==> src/rtl/fpga_carry_serial_ctrl.sv <==
// Bit-serial add sequencer that time-shares one external carry cell, LSB first.
// Optional subtract mode is enabled by defining CARRY_SERIAL_SUB_EN.
module fpga_carry_serial_ctrl #(
  parameter int WIDTH = 8
) (
  input  logic             clk_i,
  input  logic             reset_ni,
  input  logic             req_valid_i,
  output logic             req_ready_o,
  input  logic [WIDTH-1:0] a_i,
  input  logic [WIDTH-1:0] b_i,
  input  logic             cin_i,
`ifdef CARRY_SERIAL_SUB_EN
  input  logic             sub_i,
`endif
  output logic             rsp_valid_o,
  input  logic             rsp_ready_i,
  output logic [WIDTH-1:0] sum_o,
  output logic             cout_o,
  output logic             busy_o,
  output logic             carry_err_o,
  output logic             cell_i0_o,
  output logic             cell_i1_o,
  output logic             cell_fcin_o,
  input  logic             cell_fcout_i
);

  localparam int CNT_W = $clog2(WIDTH);
  localparam logic [CNT_W-1:0] LAST_BIT = CNT_W'(WIDTH - 1);

  typedef enum logic [1:0] {S_IDLE, S_RUN, S_DONE} state_t;

  state_t           r_state;
  state_t           w_state_next;
  logic [WIDTH-1:0] r_a_sh;
  logic [WIDTH-1:0] r_b_sh;
  logic [WIDTH-1:0] r_sum_sh;
  logic             r_carry_q;
  logic [CNT_W-1:0] r_bit_cnt;
  logic             r_carry_err;

  logic             w_idle;
  logic             w_run;
  logic             w_done;
  logic             w_accept;
  logic             w_last;
  logic             w_sum_bit;
  logic             w_maj;
  logic [WIDTH-1:0] w_b_load;
  logic             w_c_load;

  assign w_idle   = (r_state == S_IDLE);
  assign w_run    = (r_state == S_RUN);
  assign w_done   = (r_state == S_DONE);
  // Ready is masked while reset is held so every output reads 0 during reset.
  assign w_accept = req_valid_i & req_ready_o;
  assign w_last   = (r_bit_cnt == LAST_BIT);

  assign w_sum_bit = r_a_sh[0] ^ r_b_sh[0] ^ r_carry_q;
  assign w_maj     = (r_a_sh[0] & r_b_sh[0]) | (r_a_sh[0] & r_carry_q) | (r_b_sh[0] & r_carry_q);

`ifdef CARRY_SERIAL_SUB_EN
  // A - B computed as A + ~B + 1; cout then means "no borrow".
  assign w_b_load = sub_i ? ~b_i : b_i;
  assign w_c_load = sub_i | cin_i;
`else
  assign w_b_load = b_i;
  assign w_c_load = cin_i;
`endif

  always_ff @(posedge clk_i or negedge reset_ni) begin
    if (!reset_ni) begin
      r_state <= S_IDLE;
    end else begin
      r_state <= w_state_next;
    end
  end

  always_comb begin
    w_state_next = r_state;
    case (r_state)
      S_IDLE:  if (w_accept) w_state_next = S_RUN;
      S_RUN:   if (w_last) w_state_next = S_DONE;
      S_DONE:  if (rsp_ready_i) w_state_next = S_IDLE;
      default: w_state_next = S_IDLE;
    endcase
  end

  always_ff @(posedge clk_i or negedge reset_ni) begin
    if (!reset_ni) begin
      r_a_sh      <= '0;
      r_b_sh      <= '0;
      r_sum_sh    <= '0;
      r_carry_q   <= 1'b0;
      r_bit_cnt   <= '0;
      r_carry_err <= 1'b0;
    end else if (w_accept) begin
      r_a_sh    <= a_i;
      r_b_sh    <= w_b_load;
      r_sum_sh  <= '0;
      r_carry_q <= w_c_load;
      r_bit_cnt <= '0;
    end else if (w_run) begin
      r_a_sh    <= {1'b0, r_a_sh[WIDTH-1:1]};
      r_b_sh    <= {1'b0, r_b_sh[WIDTH-1:1]};
      r_sum_sh  <= {w_sum_bit, r_sum_sh[WIDTH-1:1]};
      // The cell's carry drives the datapath even when it disagrees with the reference.
      r_carry_q <= cell_fcout_i;
      if (!w_last) begin
        r_bit_cnt <= r_bit_cnt + CNT_W'(1);
      end
      if (cell_fcout_i != w_maj) begin
        r_carry_err <= 1'b1;
      end
    end
  end

  assign req_ready_o = w_idle & reset_ni;
  assign rsp_valid_o = w_done;
  assign busy_o      = w_run | w_done;
  assign sum_o       = w_done ? r_sum_sh : '0;
  assign cout_o      = w_done & r_carry_q;
  assign carry_err_o = r_carry_err;
  assign cell_i0_o   = w_run & r_a_sh[0];
  assign cell_i1_o   = w_run & r_b_sh[0];
  assign cell_fcin_o = w_run & r_carry_q;

endmodule

==> config.mk <==
export PLATFORM = sky130hd
export DESIGN_NAME = fpga_carry_serial_ctrl
export DESIGN_NICKNAME = d
export VERILOG_FILES = /design/src/rtl/fpga_carry_serial_ctrl.sv
export SDC_FILE = /design/constraint.sdc
export NUM_CORES = 1
export LEC_CHECK = 0
export ABC_AREA = 1
export CAP_MARGIN = 5
export CORE_ASPECT_RATIO = 2
export CORE_UTILIZATION = 45
export DETAILED_ROUTE_END_ITERATION = 6
export PLACE_DENSITY_LB_ADDON = 0.15
export SLEW_MARGIN = 30
export SYNTH_ARGS = -nofsm -noshare
export SYNTH_HDL_FRONTEND = slang
export SYNTH_SLANG_ARGS = --single-unit
==> constraint.sdc <==
create_clock -name clk_i -period 1.5 [get_ports clk_i]
set_clock_uncertainty 0.05 [all_clocks]
set_input_delay 0.225 -clock clk_i [delete_from_list [all_inputs] [get_ports clk_i]]
set_output_delay 0.225 -clock clk_i [all_outputs]
set_load 0.02 [all_outputs]
* After elaboration in Yosys (flattened, before gate mapping) *
Index checks and enable logic that the tools add are counted.
Widths: inputs -> output; s select.

storage, ports and cells
  bits in registers = 31
  input bits = 22
  output and inout port bits = 16
  logic and storage cells = 52

operators by class
  add/sub/neg operators = 1
  equality and inequality tests = 8
  multiplexer cells = 16
  bitwise operators = 15
  reductions and logical operators = 5

operators with widths
  kind                 number
  $mux 8               7
  $and 1x1->1          9
  $mux 3               3
  $mux 2               3
  $pmux 2 s3           1
  $reduce_and 3->1     2
  $ne 2x1->1 const B   2
  $ne 2x2->1 const B   2
  $add 3x1->3 const B  1
  $eq 3x3->1 const B   1
  $or 1x1->1           3
  $eq 2x1->1 const B   1
  $eq 2x2->1 const B   1
  $logic_not 2->1      1
  $mux 1               2
  $reduce_and 2->1     1
  $reduce_bool 2->1    1
  $xor 1x1->1          2
  $ne 1x1->1           1
  $not 1->1            1

* Logic depth before layout (Yosys ltp) *
  word-level depth = 5
  mapped depth = 9
  gate-level depth less buffers = 9

* Worst setup path after synthesis *
OpenSTA, ideal clock, no wires.

  path kind = reg2out
  from = register r_state[0]
  to = output cout_o
  data arrival time = 1.159 ns
  data required time = 1.225 ns
  setup slack = 0.066 ns
  cell stages (with the launch flop) = 6
  buffers on the path = 1
  cells stage by stage = dfrtp_1 inv_1 ha_1 buf_2 nand2_1 inv_1

between the ends
  cells in the longest elaborated chain, start to end = 2

RTL lines
  item                    line  RTL
  from (decl)             33    state_t r_state;
  from (signal assigned)  75    r_state <= w_state_next;
  $eq 2x2->1              54    assign w_done = (r_state == S_DONE);
  net rsp_valid_o         16    output logic rsp_valid_o,
  $and 1x1->1             122   assign cout_o = w_done & r_carry_q;
  to (decl)               19    output logic cout_o,

The timed path passes the listed nets, and every way through them passes these cells.

* Worst setup path after layout *
  from = register r_state[0]
  to = output sum_o[1]

between the ends
  cells in the longest elaborated chain, start to end = 2

RTL lines
  item        line  RTL
  $eq 2x2->1  54
  $mux 8      121   assign sum_o = w_done ? r_sum_sh : '0;
  to (decl)   18    output logic [WIDTH-1:0] sum_o,

No other way between the ends.

==> flow_metrics.py <==
metrics = {
    "worst_setup_path": {
        "crit_fanout": 10,
        "rr_worst_depth": 10,
        "worstSetupEndpointType": "output pin",
        "crit_type": "register to output pin",
        "required_ns": 1.22,
        "crit_arrival_ns": 1.28,
        "start_kind": "register",
    },
    "drt": {
        "drt_iter0_drc": 26,
        "via_count": 1489,
        "ant_nets": 0,
        "drc_errors": 0,
        "viasPerCell": 4.582,
        "routedWlPerCell_um": 10.75,
        "dr.pass1.iters": 4,
        "totalWireLength_mm": 3.495,
    },
    "placed_design": {
        "gp_congestion": 0.7956,
        "pre_cts_ws_ns": -0.2739,
        "place_area_mm2": 0.002187,
        "detailed_place_hpwl_mm": 2.480,
        "placement.io_buffers": 37,
    },
    "timing": {
        "finalCriticalPeriod_ns": 1.553,
        "hold_viol_final": 0,
        "fmax_mhz": 643.9,
        "fin_crit_sh_pct": 103.5,
        "rsz0062_at_grt": "yes",
        "hold_ws_ns": 0.3981,
        "slew-limit-headroom_pct": 73.47,
        "finalMaxSlewViolations": 0,
        "setup_violations": 33,
        "timing.final.ws_setup_ns": -0.05314,
        "worst_pin_slew_ns": 0.3980,
    },
    "synth": {
        "ys_ff_latch": 31,
        "synth_edf_count": 0,
        "async_flop_share_pct": 100.0,
        "netlist_instances": 223,
        "synth_seq_area_share_pct": 46.83,
        "synth_cell_type_count": 21,
        "synth-compound-area-share_pct": 5.740,
        "synth_fp_nets": 252,
        "synth_xor_area_share_pct": 0.5287,
        "synth_top_family_by_area": "simple AND/OR/NAND/NOR gates",
        "synth.avg_cell_area_um2": 7.429,
        "ys.flop_type": "dfrtp_1",
        "synth_warnings": 0,
        "muxShareOfSynthArea_pct": 0,
        "netlist_area_mm2": 0.001657,
        "yosys.area_share.simple_pct": 29.91,
        "synth_fa_ha_area_share_pct": 5.740,
    },
    "final_layout": {
        "areaGrowthSynthToFinish_pct": 46.15,
        "mostFrequentLayoutCells": "109 x nand2_1, 31 x dfrtp_1, 23 x inv_1, 21 x clkdlybuf4s50_1, 17 x buf_6",
        "diodes": 0,
        "postLayoutCellArea_mm2": 0.002421,
        "layout_commonest_cell": "nand2_1",
        "drive_above_1_share_pct": 22.38,
        "final_nets": 306,
    },
    "global_routing": {
        "overflow": 0,
        "grtUsageTotal_pct": 20.63,
        "antenna_found_initial": 0,
        "grt_pass1_wl_mm": 5.961,
        "first_global_vias": 1463,
        "grt_max_degree": 32,
    },
    "pwr": {
        "power_mw": 4.024,
        "power_density_mw_per_mm2": 1662,
        "peakVddDrop_uv": 1092,
        "p_leak_nw": 1.377,
    },
    "floorplan": {
        "die_area_mm2": 0.003942,
        "start_util_pct": 47.97,
        "fp.dieW_um": 44.90,
        "num_rows": 30,
        "die_h_um": 87.81,
        "core_area_mm2": 0.003453,
        "pin_count": 38,
    },
    "clocking": {
        "cts-htree-levels": 2,
        "cts_buffers": 5,
        "root_buffer": "clkbuf_8",
        "cts_buffer_depth": 2,
        "clkSinkCount": 31,
        "cts_tree": "yes",
        "path_clk_slew_ns": 0.06,
        "cts_hold_buf": 0,
        "clock_latency_ns": 0.28,
    },
    "run_status": {
        "violations": "negative setup slack",
        "status": "finished with violations",
    },
    "min_path": {
        "hold_depth": 1,
        "hold_class": "register to register",
    },
    "job": {
        "cap_violations": 0,
    },
}
worst max-delay path, stage by stage, from the launching register on:
cell     delay, ns
dfrtp_1       0.39
inv_2         0.09
ha_4          0.15
buf_12        0.12
nand2_1       0.06
inv_1         0.07
buf_6         0.11
kinds of logic after synthesis:
logic type	count (synthesis)
AOI/OAI and AO/OA	18
DFF	31
buffers and inverters	40
and+or+nand+nor	126
xor gates and xnor gates	1
adders and majority gates	7
metal layers:
layer,global-route usage [%],routed length [um]
met3,4.536,83
met4,9.917,93
met5,0,0
met1,22.86,1371
met2,35.96,1947
report_power, final:
part / switching [mW] / leakage [nW] / internal [mW]
combinational: 1.05 / 0.939 / 0.915
sequential: 0.224 / 0.391 / 1.18
clock: 0.291 / 0.0470 / 0.359
total: 1.57 / 1.38 / 2.46
final timing paths:
check | startpoint | end | slack [ns]
max reg2reg | r_state[0] | r_b_sh[0] | -0.04
min in group asynchronous | reset_ni | r_sum_sh[2] | 0.41
min reg2reg | carry_err_o | carry_err_o | 0.40
max in group asynchronous | reset_ni | r_b_sh[3] | 0.70
max | r_state[0] | sum_o[1] | -0.05
min | carry_err_o | carry_err_o | 0.40
registers in the layout, indices dropped and copies added, names as in the netlist:
name         cells
r_sum_sh         8
carry_err_o      1
r_bit_cnt        3
r_b_sh           8
r_carry_q        1
r_a_sh           8
r_state          2
Yosys cell counts (2+ instances only):
| cell type | count | area share (%) |
|---|---|---|
| nand2_1 | 116 | 26 |
| dfrtp_1 | 31 | 47 |
| inv_1 | 28 | 6.3 |
| o21ai_0 | 11 | 3.3 |
| nand3_1 | 7 | 2.1 |
| ha_1 | 6 | 4.5 |
| buf_2 | 4 | 1.2 |
| buf_6 | 3 | 2.0 |
| o21ai_1 | 3 | 0.91 |
| a21oi_1 | 2 | 0.60 |
| inv_4 | 2 | 0.76 |
layout make-up:
cell class | count | area (um^2)
clock buffers | 6 | 82.58
clock inverters | 1 | 5.005
fillers | 319 | 1032
inverters | 31 | 126.4
multi-input cells | 152 | 778.2
flip-flops and latches | 31 | 775.7
well taps | 48 | 60.06
repair buffers | 56 | 593.1
timing repair:
| action | 4_1_cts | 5_1_grt |
|---|---|---|
| setup endpoints to repair | 45 | 41 |
| cloned | 0 | 1 |
| gates resized for setup | 86 | 40 |
| buffers inserted | 1 | 0 |
per-stage QoR:
| stage | instances | TNS, ns | util, % |
|---|---|---|---|
| global route | 325 | -3.236 | 70.11 |
| CTS | 324 | -0.6396 | 66.41 |
| finish | 325 | -0.5175 | 70.11 |
| global placement | 316 | -8.275 | 63.33 |
| detailed placement | 316 | -8.587 | 63.33 |
| floorplan | 223 | 0 | - |
Power figures use the tool's default switching activity.
